## config.mk

```make
export PLATFORM = sky130hd
export DESIGN_NAME = alu_share_arbiter
export DESIGN_NICKNAME = d
export VERILOG_FILES = /design/src/rtl/alu_share_arbiter.sv
export SDC_FILE = /design/constraint.sdc
export NUM_CORES = 1
export LEC_CHECK = 0
export ABC_CLOCK_PERIOD_IN_PS = 1600
export BUFFER_PORTS_ARGS = -buffer_cell sky130_fd_sc_hd__buf_4
export CORE_MARGIN = 4
export CORE_UTILIZATION = 47
export CTS_BUF_LIST = sky130_fd_sc_hd__clkbuf_8
export DETAILED_ROUTE_END_ITERATION = 8
export GPL_TIMING_DRIVEN = 0
export PLACE_DENSITY = 0.83
export SYNTH_ARGS = -nofsm -noshare
export SYNTH_HDL_FRONTEND = slang
export SYNTH_SLANG_ARGS = --single-unit
```

## constraint.sdc

```tcl
create_clock -name clk -period 1.6 [get_ports clk]
set_input_delay 0.08 -clock clk [delete_from_list [all_inputs] [get_ports clk]]
set_output_delay 0.08 -clock clk [all_outputs]
set_load 0.02 [all_outputs]
```

## src/rtl/alu_share_arbiter.sv

```systemverilog
// Round-robin arbiter sharing one KCPSM3-style ALU between NUM_REQ requesters,
// keeping a private carry/zero context per requester so carry chains survive interleaving.
module alu_share_arbiter #(
  parameter int NUM_REQ       = 2,
  parameter int OPERAND_WIDTH = 8,
  parameter int OP_W          = 10,
  parameter int ALU_LATENCY   = 1
) (
  input  logic                             clk,
  input  logic                             reset_n,
  input  logic [NUM_REQ-1:0]               req_valid,
  output logic [NUM_REQ-1:0]               req_ready,
  input  logic [NUM_REQ*OP_W-1:0]          req_op,
  input  logic [NUM_REQ*OPERAND_WIDTH-1:0] req_a,
  input  logic [NUM_REQ*OPERAND_WIDTH-1:0] req_b,
  output logic                             rsp_valid,
  input  logic                             rsp_ready,
  output logic [$clog2(NUM_REQ)-1:0]       rsp_id,
  output logic [OPERAND_WIDTH-1:0]         rsp_result,
  output logic                             rsp_zero,
  output logic                             rsp_carry,
  output logic [OP_W-1:0]                  alu_op,
  output logic [OPERAND_WIDTH-1:0]         alu_a,
  output logic [OPERAND_WIDTH-1:0]         alu_b,
  output logic                             alu_carry_in,
  input  logic [OPERAND_WIDTH-1:0]         alu_result,
  input  logic                             alu_zero,
  input  logic                             alu_carry
);

  localparam int ID_W  = $clog2(NUM_REQ);
  localparam int CNT_W = 2;

  typedef enum logic [1:0] {S_IDLE, S_ISSUE, S_WAIT, S_RESP} state_t;

  state_t                     state, state_next;
  logic [ID_W-1:0]            last_grant;
  logic [ID_W-1:0]            cur_id;
  logic [ID_W-1:0]            grant_idx;
  logic                       grant_found;
  logic [OP_W-1:0]            op_sel;
  logic [OPERAND_WIDTH-1:0]   a_sel;
  logic [OPERAND_WIDTH-1:0]   b_sel;
  logic                       cin_sel;
  logic [CNT_W-1:0]           cnt;
  logic [NUM_REQ-1:0]         carry_ctx;
  logic [NUM_REQ-1:0]         zero_ctx;

  // Indices above last_grant win first; if none is valid, wrap to the lowest valid index.
  always_comb begin
    grant_found = 1'b0;
    grant_idx   = '0;
    for (int i = 0; i < NUM_REQ; i++) begin
      if (!grant_found && req_valid[i] && (ID_W'(i) > last_grant)) begin
        grant_found = 1'b1;
        grant_idx   = ID_W'(i);
      end
    end
    for (int i = 0; i < NUM_REQ; i++) begin
      if (!grant_found && req_valid[i]) begin
        grant_found = 1'b1;
        grant_idx   = ID_W'(i);
      end
    end
  end

  always_comb begin
    op_sel  = '0;
    a_sel   = '0;
    b_sel   = '0;
    cin_sel = 1'b0;
    for (int i = 0; i < NUM_REQ; i++) begin
      if (ID_W'(i) == grant_idx) begin
        op_sel  = req_op[i*OP_W +: OP_W];
        a_sel   = req_a[i*OPERAND_WIDTH +: OPERAND_WIDTH];
        b_sel   = req_b[i*OPERAND_WIDTH +: OPERAND_WIDTH];
        cin_sel = carry_ctx[i];
      end
    end
  end

  always_ff @(posedge clk) begin
    if (!reset_n) begin
      state <= S_IDLE;
    end else begin
      state <= state_next;
    end
  end

  // Accept pulses are only ever raised in IDLE and are held low while reset is asserted.
  always_comb begin
    state_next = state;
    req_ready  = '0;
    unique case (state)
      S_IDLE: begin
        if (grant_found) begin
          state_next           = S_ISSUE;
          req_ready[grant_idx] = reset_n;
        end
      end
      S_ISSUE: state_next = S_WAIT;
      S_WAIT: begin
        if (cnt == '0) begin
          state_next = S_RESP;
        end
      end
      S_RESP: begin
        if (rsp_ready) begin
          state_next = S_IDLE;
        end
      end
      default: state_next = S_IDLE;
    endcase
  end

  always_ff @(posedge clk) begin
    if (!reset_n) begin
      last_grant   <= ID_W'(NUM_REQ - 1);
      cur_id       <= '0;
      cnt          <= '0;
      carry_ctx    <= '0;
      zero_ctx     <= '0;
      alu_op       <= '0;
      alu_a        <= '0;
      alu_b        <= '0;
      alu_carry_in <= 1'b0;
      rsp_valid    <= 1'b0;
      rsp_id       <= '0;
      rsp_result   <= '0;
      rsp_zero     <= 1'b0;
      rsp_carry    <= 1'b0;
    end else begin
      unique case (state)
        S_IDLE: begin
          if (grant_found) begin
            alu_op       <= op_sel;
            alu_a        <= a_sel;
            alu_b        <= b_sel;
            alu_carry_in <= cin_sel;
            cur_id       <= grant_idx;
            last_grant   <= grant_idx;
          end
        end
        S_ISSUE: cnt <= CNT_W'(ALU_LATENCY - 1);
        S_WAIT: begin
          if (cnt == '0) begin
            rsp_valid         <= 1'b1;
            rsp_id            <= cur_id;
            rsp_result        <= alu_result;
            rsp_zero          <= alu_zero;
            rsp_carry         <= alu_carry;
            carry_ctx[cur_id] <= alu_carry;
            zero_ctx[cur_id]  <= alu_zero;
          end else begin
            cnt <= cnt - CNT_W'(1);
          end
        end
        S_RESP: begin
          if (rsp_ready) begin
            rsp_valid <= 1'b0;
          end
        end
        default: ;
      endcase
    end
  end

endmodule

```

==> metrics.md <==
| Metric | Value |
|---|---|
| Status | `completed` |
| Min-Delay Path Depth | `3` |
| WL/cell | `14.76 µm` |
| Reg2reg setup slack | `110 ps` |
| Synth Instances | `257` |
| Clk sinks | `47` |
| Layout cells sized above 1 | `37.90%` |
| Post-synth EDFFs | `0` |
| Grt ovf | `0` |
| Post-DP HPWL | `approximately 4600 µm` |
| Largest net degree at the start of global routing | `15` |
| Syn. warnings | `0` |
| Main area contributors after synthesis | `dfxtp_1 (45%), a21oi_1 (13%), nand2_1 (9.5%)` |
| Final period util | `93.96%` |
| Worst R2R End | `alu_a[1]` |
| Die Span Y | `approximately 75 µm` |
| Required @ worst endpoint | `about 1500 ps` |
| Max cap viols | `0` |
| Clock Root Buffer | `clkbuf_8` |
| Core area | `0.004144 mm²` |
| Fin. max-slew vios | `0` |
| Layout net count | `443` |
| Max Clock Freq | `approximately 670 MHz` |
| Die ar. | `0.005564 mm²` |
| Final antenna diode count | `0` |
| Uppermost layer routed | `met4` |
| Post-synthesis async set-or-reset flop share | `0%` |
| Total chip power | `0.005048 W` |
| Setup crit start kind | `register` |
| WL met3 | `598 µm` |
| Detail Route Antenna Nets | `0` |
| Synth cell count leaders | `a21oi_1 (54), nand2_1 (53), dfxtp_1 (47)` |
| Crit path max fanout | `9` |
| Initial antenna violation count | `0` |
| Flops & latches, synth | `47` |
| Metal2 WL | `between 3000 and 4000 µm` |
| Worst setup EP type | `primary output` |
| Final setup margin | `a little under 100 ps` |
| Worst Clk Skew | `5.247 ps` |
| I/O pin count | `108` |
| Hold_sp | `req_b[7]` |
| Initial DRC Count | `around 200` |
| Leading area contributor after synthesis | `dfxtp_1` |
| Vias in the first global route | `2162` |
| Worst Max-Slew Pin Slew | `488.9 ps` |
| Final setup viols | `0` |
| Final wirelength | `~6200 µm` |
| Vias per inst | `approximately 5.2` |
| DIE WIDTH | `74.60 µm` |
| CTS clock-pin slew for the worst setup and hold paths | `90 ps` |
| Worst R2R Start | `state[0]` |
| Worst slew margin | `between 60% and 70%` |
| Pre-CTS setup slack | `17.01 ps` |
| Crit-path slowest cell | `dfxtp_2` |
| Wl on met1 | `2542 µm` |
| Layout area overhead | `49.28%` |
| Distinct cells, synth | `32` |
| Hold WS | `~22 ps` |
| Share of the synthesized area in the top cell type | `45.14%` |
| Core Util, Final | `~75%` |
| DRC viols | `0` |
| Fin. Hold Viols | `0` |
| RePlAce Congestion | `0.7439` |
| HP Class | `primary input to register` |
| Crit path time final | `roughly 1500 ps` |
| Peak supply drop | `960.3 µV` |
| Min-Delay Endpoint | `alu_b[7]` |
| Leak | `1.440 nW` |
| Row count | `23` |
| Commonest register cell after synthesis | `dfxtp_1` |
| Total GRT Usage | `21.78%` |
| Pwr dens | `1622 mW/mm²` |
| Register Area | `944.7 µm²` |
| Fillers | `320` |
| Inserted Clock Buffers | `5` |
| First-pass GRT wire length | `9542 µm` |
| CP arrival | `1420 ps` |
| Vias | `2198` |
| Multi-input gate area | `0.001010 mm²` |
| Port Buf Inserts | `roughly 110` |
| Critical-path cell list | `inv_1 -> ha_1 -> buf_6 -> nand3_1 -> a21oi_2 -> buf_4` |
| TritonCTS clock tree | `built` |
| Most common cell in the netlist | `a21oi_1` |
| CP Class | `register to primary output` |
| Max stage delay on crit path | `350 ps` |
| Synthesized area | `0.002084 mm²` |
| Reg2reg path depth | `7` |
| Sequential element share of the synthesized area | `45.14%` |
| Starting density of the core | `roughly 50%` |
| CTS Buffer Depth | `2` |
| DR pass1 iterations | `4` |
| Syn Nets | `around 330` |
| H-tree depth | `2` |
| Avg Inst Size Synth | `between 8 and 9 µm²` |
| Worst-Skew Late Latency | `290 ps` |
==> area by class of cell <==
cell class	instances	share of cell area [%]
inverter	6	0.7238
sequential	47	30.36
buffer	19	4.383
timing repair buffer	107	25.81
tap	50	2.010
clock inverter	3	2.051
clock buffer	5	2.212
multi-input combinational	185	32.45
==> state kept, by name, indices dropped and copies added (netlist names) <==
register	count
rsp_result	8
alu_op	10
rsp_zero	1
rsp_carry	1
alu_a	8
last_grant	1
cnt	2
rsp_valid	1
cur_id	1
carry_ctx	2
rsp_id	1
alu_carry_in	1
alu_b	8
state	2
==> power by group <==
part | switching, W | internal, W | total, W | leakage, nW
Combinational | 0.00131 | 0.000999 | 0.00231 | 0.983
Sequential | 0.000203 | 0.00152 | 0.00172 | 0.387
Clock | 0.000400 | 0.000618 | 0.00102 | 0.0695
Total | 0.00191 | 0.00314 | 0.00505 | 1.44
==> per-layer routing <==
layer	GRT usage, %	vias to the layer above
li1	-	1103
met1	26.43	999
met2	36.88	89
met3	7.297	7
met4	5.929	0
met5	0	-
==> placed cells by master (no fill, tap or decap), types with 5 or more instances in the layout <==
cell	synthesis	final
buf_4	4	110
clkbuf_8	0	5
o21ai_0	31	29
a21oi_1	54	53
nand2_1	53	53
buf_6	4	6
clkbuf_1	8	5
dfxtp_1	47	44
inv_1	6	7
a21boi_0	16	16
==> logic make-up after synthesis <==
| family | synth area share [%] |
|---|---|
| muxes | 0.4802 |
| and+or+nand+nor | 13.15 |
| adders and majority gates | 3.001 |
| buffers and inverters | 6.963 |
| AOI/OAI and AO/OA | 31.27 |
| DFF | 45.14 |
==> worst max path at each step <==
| stage | endpoint | startpoint | slack (ps) |
|---|---|---|---|
| 2_1_floorplan | state[1] | state[0] | 210 |
| 3_3_place_gp | alu_carry_in | state[0] | 70 |
| 3_5_place_dp | state[1] | state[0] | 20 |
| 4_1_cts | rsp_result[2] | state[0] | 2 |
| 5_1_grt | req_ready[0] | state[0] | -20 |
| 6_report | req_ready[0] | state[0] | 100 |
==> worst max-delay path: cells and delay by family (launching register included) <==
kind / cells / cell delay (ps)
AND/OR/NAND/NOR: 1 / 100
AO/OA/AOI/OAI: 1 / 150
buffers and inverters: 3 / 370
flip-flops: 1 / 350
adder cells (fa/ha/maj): 1 / 160
==> per-stage QoR <==
stage	instance area, µm²	TNS, ps	std cells
detailed placement	2943	0	413
CTS	3080	0	421
finish	3112	0	422
global placement	2943	0	413
global route	3112	-22.81	422
floorplan	2085	0	257
==> timing repair <==
item,in CTS,in global routing
buffers inserted,0,1
pin swaps,0,1
resized for setup,1,17
hold buffers,0,0
endpoints found under the setup margin,1,35
No activity file was read; power rests on OpenSTA's default activity.
